<file path="src/rtl/out_port_if.sv">
// out_port W-bus load / display-bus bundle.
// Master drives load and mode, slave returns display values.
interface out_port_if;
  logic [7:0] WBUS;
  logic       LO;
  logic       MODE_WE;
  logic       DEC_IN;
  logic [7:0] OBUS;
  logic [1:0] HUND;
  logic       OVF;
  logic       BUSY;
  logic [7:0] OUTV;

  modport master (
    output WBUS, LO, MODE_WE, DEC_IN,
    input  OBUS, HUND, OVF, BUSY, OUTV
  );

  modport slave (
    input  WBUS, LO, MODE_WE, DEC_IN,
    output OBUS, HUND, OVF, BUSY, OUTV
  );
endinterface

</file>
<file path="src/rtl/out_port.sv">
// Output port: captures W-bus, drives hex or
// double-dabble BCD onto the display bus.
module out_port #(
  parameter logic DEC_RST = 1'b0
) (
  input  logic         clk,
  input  logic         CLR,
  out_port_if.slave    bus
);
  typedef enum logic {IDLE, CONV} state_t;

  state_t      state, state_n;
  logic [7:0]  oreg, oreg_n;
  logic        dec, dec_n;
  logic [11:0] bcd, bcd_n;
  logic [19:0] scr, scr_n;
  logic [3:0]  cnt, cnt_n;
  logic [19:0] adj, step;

  // Add-3 to each BCD field >= 5, then shift one bit.
  always_comb begin
    adj = scr;
    for (int i = 0; i < 3; i++) begin
      if (scr[8+4*i +: 4] >= 4'd5)
        adj[8+4*i +: 4] = scr[8+4*i +: 4] + 4'd3;
    end
    step = adj << 1;
  end

  // Next-state: load/restart wins over iteration and commit.
  always_comb begin
    state_n = state;
    oreg_n  = oreg;
    bcd_n   = bcd;
    scr_n   = scr;
    cnt_n   = cnt;
    dec_n   = bus.MODE_WE ? bus.DEC_IN : dec;
    if (bus.LO) begin
      oreg_n  = bus.WBUS;
      scr_n   = {12'b0, bus.WBUS};
      cnt_n   = 4'd0;
      state_n = CONV;
    end else if (state == CONV) begin
      scr_n = step;
      cnt_n = cnt + 4'd1;
      if (cnt == 4'd7) begin
        bcd_n   = step[19:8];
        state_n = IDLE;
      end
    end
  end

  // State registers with asynchronous clear.
  always_ff @(posedge clk or posedge CLR) begin
    if (CLR) begin
      state <= IDLE;
      oreg  <= 8'd0;
      dec   <= DEC_RST;
      bcd   <= 12'd0;
      scr   <= 20'd0;
      cnt   <= 4'd0;
    end else begin
      state <= state_n;
      oreg  <= oreg_n;
      dec   <= dec_n;
      bcd   <= bcd_n;
      scr   <= scr_n;
      cnt   <= cnt_n;
    end
  end

  // Display outputs depend only on committed values.
  always_comb begin
    bus.OBUS = dec ? bcd[7:0] : oreg;
    bus.HUND = dec ? bcd[9:8] : 2'd0;
    bus.OVF  = dec && (bcd[11:8] != 4'd0);
    bus.BUSY = (state == CONV);
    bus.OUTV = oreg;
  end
endmodule

</file>
<file path="src/flat_wrapper.sv">
// flat-port wrapper written by rule: the top's interface ports become plain ports
module out_port_flat 
#(
  parameter logic DEC_RST = 1'b0
)
  (clk, CLR, bus_WBUS, bus_LO, bus_MODE_WE, bus_DEC_IN, bus_OBUS, bus_HUND, bus_OVF, bus_BUSY, bus_OUTV);
  out_port_if bus_i ();
  input  logic clk;
  input  logic CLR;
  input wire logic [$bits(bus_i.WBUS)-1:0] bus_WBUS;
  input wire logic [$bits(bus_i.LO)-1:0] bus_LO;
  input wire logic [$bits(bus_i.MODE_WE)-1:0] bus_MODE_WE;
  input wire logic [$bits(bus_i.DEC_IN)-1:0] bus_DEC_IN;
  output wire logic [$bits(bus_i.OBUS)-1:0] bus_OBUS;
  output wire logic [$bits(bus_i.HUND)-1:0] bus_HUND;
  output wire logic [$bits(bus_i.OVF)-1:0] bus_OVF;
  output wire logic [$bits(bus_i.BUSY)-1:0] bus_BUSY;
  output wire logic [$bits(bus_i.OUTV)-1:0] bus_OUTV;
  assign bus_i.WBUS = bus_WBUS;
  assign bus_i.LO = bus_LO;
  assign bus_i.MODE_WE = bus_MODE_WE;
  assign bus_i.DEC_IN = bus_DEC_IN;
  assign bus_OBUS = bus_i.OBUS;
  assign bus_HUND = bus_i.HUND;
  assign bus_OVF = bus_i.OVF;
  assign bus_BUSY = bus_i.BUSY;
  assign bus_OUTV = bus_i.OUTV;
  out_port #(.DEC_RST(DEC_RST)) u_core (.clk(clk), .CLR(CLR), .bus(bus_i));
endmodule
</file>
<file path="config.mk">
export PLATFORM = sky130hd
export DESIGN_NAME = out_port_flat
export DESIGN_NICKNAME = d
export VERILOG_FILES = /design/src/rtl/out_port_if.sv /design/src/rtl/out_port.sv /design/src/flat_wrapper.sv
export SDC_FILE = /design/constraint.sdc
export NUM_CORES = 1
export LEC_CHECK = 0
export CELL_PAD_IN_SITES_DETAIL_PLACEMENT = 0
export CELL_PAD_IN_SITES_GLOBAL_PLACEMENT = 1
export CORE_MARGIN = 2
export CORE_UTILIZATION = 43
export DETAILED_ROUTE_END_ITERATION = 6
export PLACE_DENSITY = 0.87
export SKIP_LAST_GASP = 1
export SLEW_MARGIN = 15
export SYNTH_ARGS = -nofsm -noshare
export SYNTH_HDL_FRONTEND = slang
export SYNTH_SLANG_ARGS = --single-unit
</file>
<file path="constraint.sdc">
create_clock -name clk -period 3.72 [get_ports clk]
set_input_delay 0.372 -clock clk [delete_from_list [all_inputs] [get_ports clk]]
set_output_delay 0.372 -clock clk [all_outputs]
set_load 0.02 [all_outputs]
</file>
After elaboration in Yosys (flattened, before gate mapping)
Index checks and enable logic that the tools add are counted.

operators by class
  bitwise gates (word level) = 1
  $mul = 0
  equality and inequality tests = 1
  reductions and logical operators = 4
  $add $sub $neg = 4
  div/mod/pow operators = 0
  $lt $le $gt $ge = 3
  shifts and indexed selects = 0
  multiplexer cells = 12

operator list
  cell                 number
  $mux 20              2
  $mux 4               4
  $ge 4x3->1 const B   3
  $add 4x2->4 const B  2
  $mux 8               1
  $add 4x1->4 const B  1
  $eq 4x3->1 const B   1
  $reduce_bool 4->1    1
  $add 3x2->3 const B  1
  $mux 1               3
  $mux 3               1
  $reduce_and 3->1     1
  $mux 2               1
  $reduce_bool 2->1    1
  $logic_and 1x1->1    1
  $not 1->1            1

word-level totals
  ROM bits = 0
  flip-flop bits (word level) = 46
  bits in writable memories = 0
  output and inout bits = 20
  memories kept = 0
  bits in latches = 0
  input bits = 13

Logic depth before layout (Yosys ltp)
  depth after elaboration = 4
  mapped depth = 6
  gate-level depth less buffers = 6

Worst setup path after synthesis
No wires, ideal clock.

  kind = register to output
  start point = reg u_core.dec
  end point = out bus_OBUS[5]
  buffers on the path = 2
  data arrival time = 1.213 ns
  required time = 3.348 ns
  setup slack = 2.135 ns
  cell stages (with the launch flop) = 4
  cell sequence = dfrtp_1 clkbuf_1 clkbuf_1 o21ai_0

on the way
  longest elaborated chain between the ends = 1

RTL lines
  element                 RTL line            text
  from (decl)             out_port.sv:14      logic dec, dec_n;
  from (signal assigned)  out_port.sv:65      dec <= dec_n;
  $mux 8                  out_port.sv:74      bus.OBUS = dec ? bcd[7:0] : oreg;
  to (decl)               flat_wrapper.sv:14  output wire logic [$bits(bus_i.OBUS)-1:0] bus_OBUS;

No other way between the ends.

Worst setup path in the final report
  start point = reg u_core.dec
  end point = out bus_OBUS[0]

Same word-level chain as after synthesis.

==> flow_summary.ini <==
[sta]
finalCritPeriodShare_pct = 62.1
maxSlewHeadroom_pct = 37.7
hold_viol = 0
slew_violations = 0
tns_ps = 0
skew_ps = 8.30
fin_crit_ps = 2310
setup_viol = 0
rsz0062_at_grt = false
tightestPinTransition_ps = 933
fmax_mhz = 433

[cts]
insertion_delay_ps = 300
cts_max_level = 2
cts_tree = yes
cts_sinks = 46
clockBufferDepth = 2
clkTransAtPathRegs_ps = 80
ctsResizeCount = 0
cts_made_buffers = 5
post-cts-setup-buffers = 0
cts-root-buf = clkbuf_8
holdBufCountCts = 0

[critical_path]
endpoint = bus_OBUS[0]
reg2reg_depth = 6
cp.required_ps = 3350
arrival_ps = 1940
r2r_end = u_core.bcd[2]
crit_path_start = u_core.dec
crit_type = register to output pin
end_kind = output pin
r2r-start = u_core.scr[8]
startpoint_type = register
ff2ff_setup_slack_ps = 1970
crit_fanout = 19

[logic_synthesis]
synth.area.top_cells = dfrtp_1 (50%), o21ai_0 (6.1%), nand2_1 (5.5%), mux2i_1 (4.8%), ha_1 (3.8%)
postSynthAreaPerCell_um2 = 9.67
synth_top_area_share_pct = 50.0
ys_seq_area_share_pct = 50.0
ys_async_sr_fraction_pct = 100
synth_top_area_cell = dfrtp_1
synth_edf_count = 0
syn-num-nets = 258
synth_cell_types = 37
synth_warnings = 0
synth_area_um2 = 2300
synthFlopType = dfrtp_1
syn_inst = 238
ys_ff_latch = 46

[finish]
area_delta_synth_final_pct = 20.0
drive_gt1_share_pct = 9.36
finish.utilization_pct = 53.7
final_nets = 286
n_antenna_cell = 0
fillers = 502
final_cell_area_um2 = 2760

[floorplan]
rows = 26
core_um2 = 5140
die_area_um2 = 5950
start_util_pct = 44.8
die_h_um = 77.2
fp.dieW_um = 77.2
io_pins = 33

[run_status]
outcome = complete, no violations

[grt]
grt_pass1_vias = 1666
grt_max_degree = 47
grt_usage_pct = 15.7
overflow = 0
grt_pass1_wl_mm = 7.58
antenna_found_initial = 0

[power]
p_clk_share_pct = 31.5
vdd_ir_drop_max_mv = 0.224
switching_power_mw = 0.313
internal-power_mw = 0.841
total_power_mw = 1.15
pwr-share-comb_pct = 18.2
p_leak_nw = 1.24
switching_share_pct = 27.1
pwr-share-seq_pct = 50.3
power.density_nw_per_um2 = 418

[placed_design]
place_area_um2 = 2650
place_congestion = 0.766
portBuffers = 32
dp_hpwl_mm = 3.05

[drt]
routed_wl_mm = 4.36
first_iter_violations = 58
routedWlPerCell_um = 12.9
drc_errors = 0
postRouteAntennaNets = 0
vias = 1689
dr.pass1.iters = 4
viasPerCell = 5.01

[worst_hold_path]
worstHoldStart = u_core.bcd[5]
min_path_type = register to register

[flow_run]
cap_viol_max_count = 0
-- cells by family (layout without fill, tap and decap cells) --
logic type | count (synthesis) | after routing | share of synthesized area [%]
simple gates | 70 | 70 | 14.6
buf+inv | 30 | 59 | 5.93
xor+xnor | 6 | 6 | 2.28
compound gates | 64 | 64 | 16.6
mux | 15 | 15 | 6.74
fa+ha+maj | 7 | 7 | 3.81
flops | 46 | 46 | 50.0
-- metal layers --
layer,part of all wire (%),global-route usage (%),routed length (um),up-vias
met4,0.60,3.75,26,0
met5,0,0,0,-
li1,-,-,-,864
met2,49,27.2,2130,29
met1,47,20.1,2060,792
met3,3.4,3.41,147,4
-- flip-flops by register name (all words and copies together) (netlist names) --
register and cells:
u_core.scr 20, u_core.bcd 12, u_core.bus.OUTV 8, u_core.cnt 4, u_core.bus.BUSY 1, u_core.dec 1
-- power by group through the flow --
stage | combinational, mW | sequential (mW) | clock [mW]
detailed placement | 0.212 | 0.590 | 0
floorplan | 0.132 | 0.586 | 0
global placement | 0.208 | 0.589 | 0
global route | 0.234 | 0.587 | 0.390
finish | 0.210 | 0.580 | 0.364
CTS | 0.214 | 0.580 | 0.371
-- cell type report --
cell class | count | area (um2) | area share (%)
well taps | 70 | 87.6 | 3.17
inverters | 17 | 63.8 | 2.31
flip-flops and latches | 46 | 1150 | 41.7
clock inverters | 3 | 40.0 | 1.45
repair buffers | 34 | 335 | 12.1
multi-input cells | 162 | 1010 | 36.7
clock buffers | 5 | 68.8 | 2.49
-- worst max-delay path, stage by stage, from the launching register on --
cell and delay (ps):
dfrtp_1 710, mux2_2 400, clkdlybuf4s50_1 530
-- placed cells by master, fill, tap and decap left out, drive strengths merged, types with 3 or more instances in the layout --
cell | synthesis | routed
dfrtp | 46 | 46
o21ai | 39 | 39
nand2 | 35 | 35
clkdlybuf4s50 | 0 | 32
inv | 17 | 17
a21oi | 12 | 12
mux2i | 11 | 11
nor2 | 8 | 8
nand2b | 8 | 8
ha | 7 | 7
clkbuf | 6 | 5
xnor2 | 4 | 4
nand3 | 4 | 4
mux2 | 4 | 4
nor3 | 3 | 3
nor3b | 3 | 3
o22ai | 3 | 3
-- stage by stage --
step / setup WS [ps] / hold WS [ps] / instances
3_5_place_dp: 1700 / 462 / 329
6_report: 1410 / 481 / 337
3_3_place_gp: 1720 / 464 / 329
4_1_cts: 1410 / 485 / 337
2_1_floorplan: 2130 / 439 / 238
5_1_grt: 1310 / 512 / 337
-- synth_stat cells, types with 3 or more instances --
cell / count
o21ai_2: 8
dfrtp_1: 46
ha_1: 7
xnor2_1: 4
mux2i_1: 11
a21oi_1: 12
nand3_1: 4
nor3_1: 3
mux2_2: 4
o21ai_0: 28
nand2b_1: 8
o22ai_1: 3
inv_1: 17
nor3b_1: 3
buf_2: 4
nor2_1: 8
o21ai_1: 3
clkbuf_1: 6
nand2_1: 34
-- how the worst min path moves through the flow --
| stage | to | slack (ps) | cells past startpoint |
|---|---|---|---|
| 2_1_floorplan | u_core.bcd[0] | 440 | 2 |
| 6_report | u_core.bcd[5] | 480 | 2 |
| 4_1_cts | u_core.bcd[5] | 480 | 2 |
| 3_5_place_dp | u_core.bcd[0] | 460 | 2 |
| 3_3_place_gp | u_core.bcd[7] | 460 | 2 |
| 5_1_grt | u_core.bcd[10] | 510 | 2 |
Power figures use the tool's default switching activity.
